### config.mk
export PLATFORM = sky130hd
export DESIGN_NAME = mem_access_arbiter
export DESIGN_NICKNAME = d
export VERILOG_FILES = /design/src/rtl/mem_arb_pkg.sv /design/src/rtl/mem_rr_arbiter.sv /design/src/rtl/mem_access_arbiter.sv
export SDC_FILE = /design/constraint.sdc
export NUM_CORES = 1
export LEC_CHECK = 0
export ABC_AREA = 1
export ABC_CLOCK_PERIOD_IN_PS = 92200
export CAP_MARGIN = 30
export CORE_AREA = 2 2 614 616
export CTS_BUF_LIST = sky130_fd_sc_hd__clkbuf_4 sky130_fd_sc_hd__clkbuf_8
export CTS_CLUSTER_SIZE = 40
export DETAILED_ROUTE_END_ITERATION = 8
export DIE_AREA = 0 0 616 618
export GPL_TIMING_DRIVEN = 0
export PLACE_DENSITY = 0.3
export SLEW_MARGIN = 10
export SYNTH_ARGS = -nofsm -noshare
export SYNTH_HDL_FRONTEND = slang
export SYNTH_SLANG_ARGS = --single-unit
export TNS_END_PERCENT = 50
### constraint.sdc
create_clock -name clk -period 92.2 [get_ports clk]
set_clock_uncertainty 0.05 [all_clocks]
set_input_delay 27.66 -clock clk [delete_from_list [all_inputs] [get_ports clk]]
set_output_delay 27.66 -clock clk [all_outputs]
set_load 0.05 [all_outputs]
### src/rtl/mem_arb_pkg.sv
// ---------------------------------------------------------------------------
// mem_arb_pkg
//   Shared definitions for the Mem access arbiter slice.
//   - MEM_ADDR_W / MEM_DATA_W : default row address / row data widths
//   - arb_state_t             : arbiter sequencing states
//   - MEM_READ / MEM_WRITE    : encoding of the memRW / pXRW signals
//   - PORT_EXE / PORT_LD      : requester identifiers (owner, lastGrant)
// ---------------------------------------------------------------------------
package mem_arb_pkg;

    localparam int unsigned MEM_ADDR_W = 3;
    localparam int unsigned MEM_DATA_W = 256;

    typedef enum logic [1:0] {
        IDLE,
        SETUP,
        STROBE,
        DONE
    } arb_state_t;

    localparam logic MEM_READ  = 1'b1;
    localparam logic MEM_WRITE = 1'b0;

    localparam logic PORT_EXE = 1'b0;  // matrix execution engine
    localparam logic PORT_LD  = 1'b1;  // host / operand loader

endpackage

### src/rtl/mem_rr_arbiter.sv
// ---------------------------------------------------------------------------
// mem_rr_arbiter
//   Two-way grant logic for the Mem access arbiter. Purely combinational;
//   the caller qualifies the grants with its own idle condition.
//
//   Build option: MEM_ARB_FIXED_PRIO_EN
//     defined   : fixed priority, port 0 wins every tie, last_grant ignored
//     undefined : round-robin, a tie goes to the port that did not win last
//
//   Ports
//     valid0     in   port 0 request valid
//     valid1     in   port 1 request valid
//     last_grant in   port that won the previous arbitration
//     grant0     out  port 0 wins (never together with grant1)
//     grant1     out  port 1 wins
// ---------------------------------------------------------------------------
module mem_rr_arbiter
    import mem_arb_pkg::*;
(
    input  logic valid0,
    input  logic valid1,
    input  logic last_grant,
    output logic grant0,
    output logic grant1
);

`ifdef MEM_ARB_FIXED_PRIO_EN

    // History is irrelevant with fixed priority.
    logic unused_last_grant;
    assign unused_last_grant = last_grant;

    always_comb begin
        grant0 = valid0;
        grant1 = valid1 && !valid0;
    end

`else

    always_comb begin
        grant0 = 1'b0;
        grant1 = 1'b0;
        if (valid0 && valid1) begin
            // Tie: hand the grant to whichever port did not win last time.
            grant0 = (last_grant != PORT_EXE);
            grant1 = (last_grant == PORT_EXE);
        end else begin
            grant0 = valid0;
            grant1 = valid1;
        end
    end

`endif

endmodule

### src/rtl/mem_access_arbiter.sv
// ---------------------------------------------------------------------------
// mem_access_arbiter
//   Shares the single 8 x 256-bit Mem array between two requesters:
//   port 0 (matrix execution engine) and port 1 (host/operand loader).
//   One request is accepted in IDLE, its fields are latched onto the Mem
//   inputs, and a fixed sequence IDLE -> SETUP -> STROBE -> DONE -> IDLE
//   produces exactly one clean memDo pulse per operation. Read data is
//   captured from memBus when the strobe ends and returned with a one-cycle
//   done pulse to the owning port.
//
//   Timing (E0 = accept edge):
//     E0: fields latched, state SETUP (memDo low, Mem inputs settle)
//     E1: memDo rises (STROBE), Mem performs the operation
//     E2: memDo falls, owner's done pulses, read data registered (DONE)
//     E3: back to IDLE
//
//   Build option: MEM_ARB_FIXED_PRIO_EN (see mem_rr_arbiter) selects fixed
//   priority instead of round-robin tie breaking.
//
//   Parameters
//     ADDR_W  Mem row address width
//     DATA_W  Mem row width
//
//   Ports
//     clk, reset           clock; asynchronous active-high reset
//     p0Valid/p1Valid      request valid
//     p0Ready/p1Ready      request accepted this cycle (combinational, IDLE only)
//     p0RW/p1RW            1 = read, 0 = write
//     p0Addr/p1Addr        row address
//     p0Wdata/p1Wdata      write data
//     p0Done/p1Done        one-cycle completion pulse
//     p0Rdata/p1Rdata      read data, valid with done on reads
//     memAddr/memRW/memWrite  latched request to Mem (held in IDLE)
//     memDo                registered strobe; Mem acts on its rising edge
//     memBus               read data from Mem
//     busy                 high whenever the sequencer is not in IDLE
// ---------------------------------------------------------------------------
module mem_access_arbiter
    import mem_arb_pkg::*;
#(
    parameter int unsigned ADDR_W = MEM_ADDR_W,
    parameter int unsigned DATA_W = MEM_DATA_W
) (
    input  logic              clk,
    input  logic              reset,

    input  logic              p0Valid,
    output logic              p0Ready,
    input  logic              p0RW,
    input  logic [ADDR_W-1:0] p0Addr,
    input  logic [DATA_W-1:0] p0Wdata,
    output logic              p0Done,
    output logic [DATA_W-1:0] p0Rdata,

    input  logic              p1Valid,
    output logic              p1Ready,
    input  logic              p1RW,
    input  logic [ADDR_W-1:0] p1Addr,
    input  logic [DATA_W-1:0] p1Wdata,
    output logic              p1Done,
    output logic [DATA_W-1:0] p1Rdata,

    output logic [ADDR_W-1:0] memAddr,
    output logic              memRW,
    output logic [DATA_W-1:0] memWrite,
    output logic              memDo,
    input  logic [DATA_W-1:0] memBus,

    output logic              busy
);

    arb_state_t state;
    logic       owner;       // port that owns the operation in flight
    logic       last_grant;  // port that won the most recent arbitration
    logic       grant0;
    logic       grant1;

    mem_rr_arbiter u_arb (
        .valid0     (p0Valid),
        .valid1     (p1Valid),
        .last_grant (last_grant),
        .grant0     (grant0),
        .grant1     (grant1)
    );

    // Ready is only offered while idle, so at most one request is ever
    // accepted per operation and the two readies are mutually exclusive.
    assign p0Ready = (state == IDLE) && grant0;
    assign p1Ready = (state == IDLE) && grant1;
    assign busy    = (state != IDLE);

    always_ff @(posedge clk or posedge reset) begin
        if (reset) begin
            state      <= IDLE;
            owner      <= PORT_EXE;
            last_grant <= PORT_LD;      // port 0 wins the first tie
            memAddr    <= '0;
            memRW      <= MEM_READ;     // a read is harmless if strobed
            memWrite   <= '0;
            memDo      <= 1'b0;
            p0Done     <= 1'b0;
            p1Done     <= 1'b0;
            p0Rdata    <= '0;
            p1Rdata    <= '0;
        end else begin
            case (state)
                IDLE: begin
                    if (p1Ready) begin
                        memAddr    <= p1Addr;
                        memRW      <= p1RW;
                        memWrite   <= p1Wdata;
                        owner      <= PORT_LD;
                        last_grant <= PORT_LD;
                        state      <= SETUP;
                    end else if (p0Ready) begin
                        memAddr    <= p0Addr;
                        memRW      <= p0RW;
                        memWrite   <= p0Wdata;
                        owner      <= PORT_EXE;
                        last_grant <= PORT_EXE;
                        state      <= SETUP;
                    end
                end

                SETUP: begin
                    // Mem inputs have been stable for a full cycle; raise the strobe.
                    memDo <= 1'b1;
                    state <= STROBE;
                end

                STROBE: begin
                    memDo <= 1'b0;
                    if (owner == PORT_EXE) begin
                        p0Done <= 1'b1;
                        if (memRW == MEM_READ) begin
                            p0Rdata <= memBus;
                        end
                    end else begin
                        p1Done <= 1'b1;
                        if (memRW == MEM_READ) begin
                            p1Rdata <= memBus;
                        end
                    end
                    state <= DONE;
                end

                DONE: begin
                    p0Done <= 1'b0;
                    p1Done <= 1'b0;
                    state  <= IDLE;
                end

                default: begin
                    state <= IDLE;
                end
            endcase
        end
    end

endmodule

==> flow_summary_export.csv <==
group,metric,value,unit
floorplanning,initial_core_util,0.0875,
pwr,powerDensity,44.0,nW/µm²
critical_path,critPathKind,"input pin to output pin",
final_layout,nets,6255,
drt,routed_wl,302,mm
drt,vias_per_cell,3.42,
critical_path,r2r_slack,88.84,ns
critical_path,required,64.49,ns
grt,grt_pass1_vias,36791,
final_layout,area_delta_synth_final,80.0,%
critical_path,cp_max_fo,10,
grt,grt_pass1_wl,387,mm
synth,syn_area_per_cell,8.82,µm²
synth,ys_ff_latch,779,
timing,hold_ws,0.431,ns
clocking,cts_setup_buffers,0,
timing,maxSlewHeadroom,0.334,
synth,synth_cells,3709,
timing,fin_setup_tns,0,ns
clocking,cts.sinks,779,
place,io_buffers,1557,
timing,rsz0062_at_grt,"false",
clocking,cts_buffers,183,
pwr,ir_worst_vdd,0.0000136,V
pwr,power,0.00259,W
clocking,cts_root_buf,"clkbuf_8",
final_layout,seq_area,19500,µm²
final_layout,final_cell_mix,"clkdlybuf4s50_1, nand3_1, nand2_1, dfrtp_1, o21ai_0",
clocking,postCtsResizedCells,0,
clocking,clkLatencyLatePin,0.91,ns
run_status,status,"finished, final reports clean",
worst_hold_path,hold_path_class,"flop to flop",
critical_path,start_kind,"input pin",
place,place_inst,10279,
run,cap_viol_max_count,0,
timing,setup-violations-final,0,
synth,ys.warnings.count,0,
synth,synth.distinct_cells,18,
drt,firstDrtPassIters,5,
drt,ant_nets,0,
floorplanning,die_h,618,µm
final_layout,drive_gt1_frac,0.0818,
timing,period_share,0.639,
grt,gr-total-overflow,0,
synth,syn_area,32700,µm²
final_layout,layout_commonest_cell,"clkdlybuf4s50_1",
drt,drc,0,
clocking,cts_hold_buf,0,
synth,ys_seq_area_frac,0.596,
final_layout,fill_cells,42374,
critical_path,cp-end-kind,"output pin",
floorplanning,pin_count,1558,
floorplanning,design.core.area,374000,µm²
final_layout,multi_input_area,10800,µm²
clocking,cts_tree,"yes",
synth,syn-num-nets,4493,
grt,antenna_found_initial,115,
critical_path,arrival,31.21,ns
floorplanning,placementRows,225,
clocking,clock_path_buffers,4,
grt,grt_max_degree,99,
drt,drt_iter0_markers,2860,
final_layout,postLayoutCellArea,58900,µm²
final_layout,layout.cells.non_filler,10617,
timing,fmax,0.0170,GHz
timing,slew_viol_final,0,
pwr,p_leak,24.8,nW
grt,grtUsageTotal,0.153,
floorplanning,dieArea,381000,µm²
clocking,path_clk_slew,0.05,ns
floorplanning,die_w,616,µm
timing,min_period,58.92,ns
place,hpwl,254,mm
drt,vias,36317,
timing,hold_viol_final,0,
clocking,cts_htree_levels,4,
place,routabilityCongestion,0.938,
drt,drt-wirelength-per-cell,28.5,µm
timing,tightest_slew,0.996,ns
place,placed_area,55000,µm²
==> sequential cells by signal (all words and copies together) (netlist names) <==
name and cells:
state 2, last_grant 1, owner 1, memAddr 3
memWrite 256, p0Done 1, p1Done 1, memRW 1
memDo 1, p1Rdata 256, p0Rdata 256
==> stage by stage <==
step                utilization  worst slack [ns]
finish                    0.157             33.28
global route              0.157             33.07
CTS                       0.157             32.90
detailed placement        0.147             32.92
global placement          0.146             26.36
floorplan                     -             35.80
==> worst max-delay path, cell delays in order <==
cell and delay (ns):
clkdlybuf4s50_1 0.75, nand2_1 0.77, buf_2 0.54, nand2_1 0.40
inv_1 0.14, clkdlybuf4s50_1 0.90
==> final timing paths <==
check / startpoint / endpoint / depth (start not counted)
max: p0Valid / p1Ready / 6
min in group asynchronous: reset / p1Rdata[52] / 2
max in group asynchronous: reset / memWrite[229] / 5
min reg2reg: p0Rdata[38] / p0Rdata[38] / 2
min: p0Rdata[38] / p0Rdata[38] / 2
max reg2reg: last_grant / memWrite[89] / 6
==> kinds of logic (layout without fill, tap and decap cells) <==
family	after synthesis	count (layout)	share of synthesized area
compound gates	519	519	0.0794
fa+ha+maj	4	4	0.00153
buf+inv	581	2460	0.0733
flops	779	779	0.596
other cells	0	35	0
simple gates	1826	1826	0.250
==> final cells by class <==
class                      instances  area share
antenna                           35     0.00149
buffer                           309      0.0236
timing repair buffer            1577       0.273
multi-input combinational       2349       0.184
clock inverter                    27     0.00591
tap                             4994       0.106
inverter                         272      0.0175
sequential                       779       0.331
clock buffer                     275      0.0575
==> power by group <==
group	switching (W)	internal [W]	leakage, nW	total [W]
registers	0.000110	0.000512	9.51	0.000622
logic	0.00110	0.000424	13.3	0.00152
clock network	0.000193	0.000251	1.97	0.000444
==> synthesized netlist by cell type <==
master	count	area [µm²]
nand2_1	779	2920
inv_2	3	11.3
nor2_1	1	3.75
clkbuf_1	171	642
nand4_1	1	6.26
o21ai_1	3	15.0
dfrtp_1	777	19400
buf_4	29	218
ha_1	4	50.1
buf_2	87	435
inv_1	269	1010
o21ai_0	513	2570
buf_1	22	82.6
nand2_4	2	22.5
dfstp_2	2	52.6
nor2_2	1	6.26
nand3_1	1042	5220
a21oi_1	3	15.0
==> per-layer routing <==
layer	wire, µm	GRT usage	vias to the layer above
met5	302	0	-
met4	5900	0.0276	48
met3	26600	0.0534	417
met2	153000	0.276	1742
met1	116000	0.173	18179
li1	-	-	15931
(Power assumes the default switching activity.)
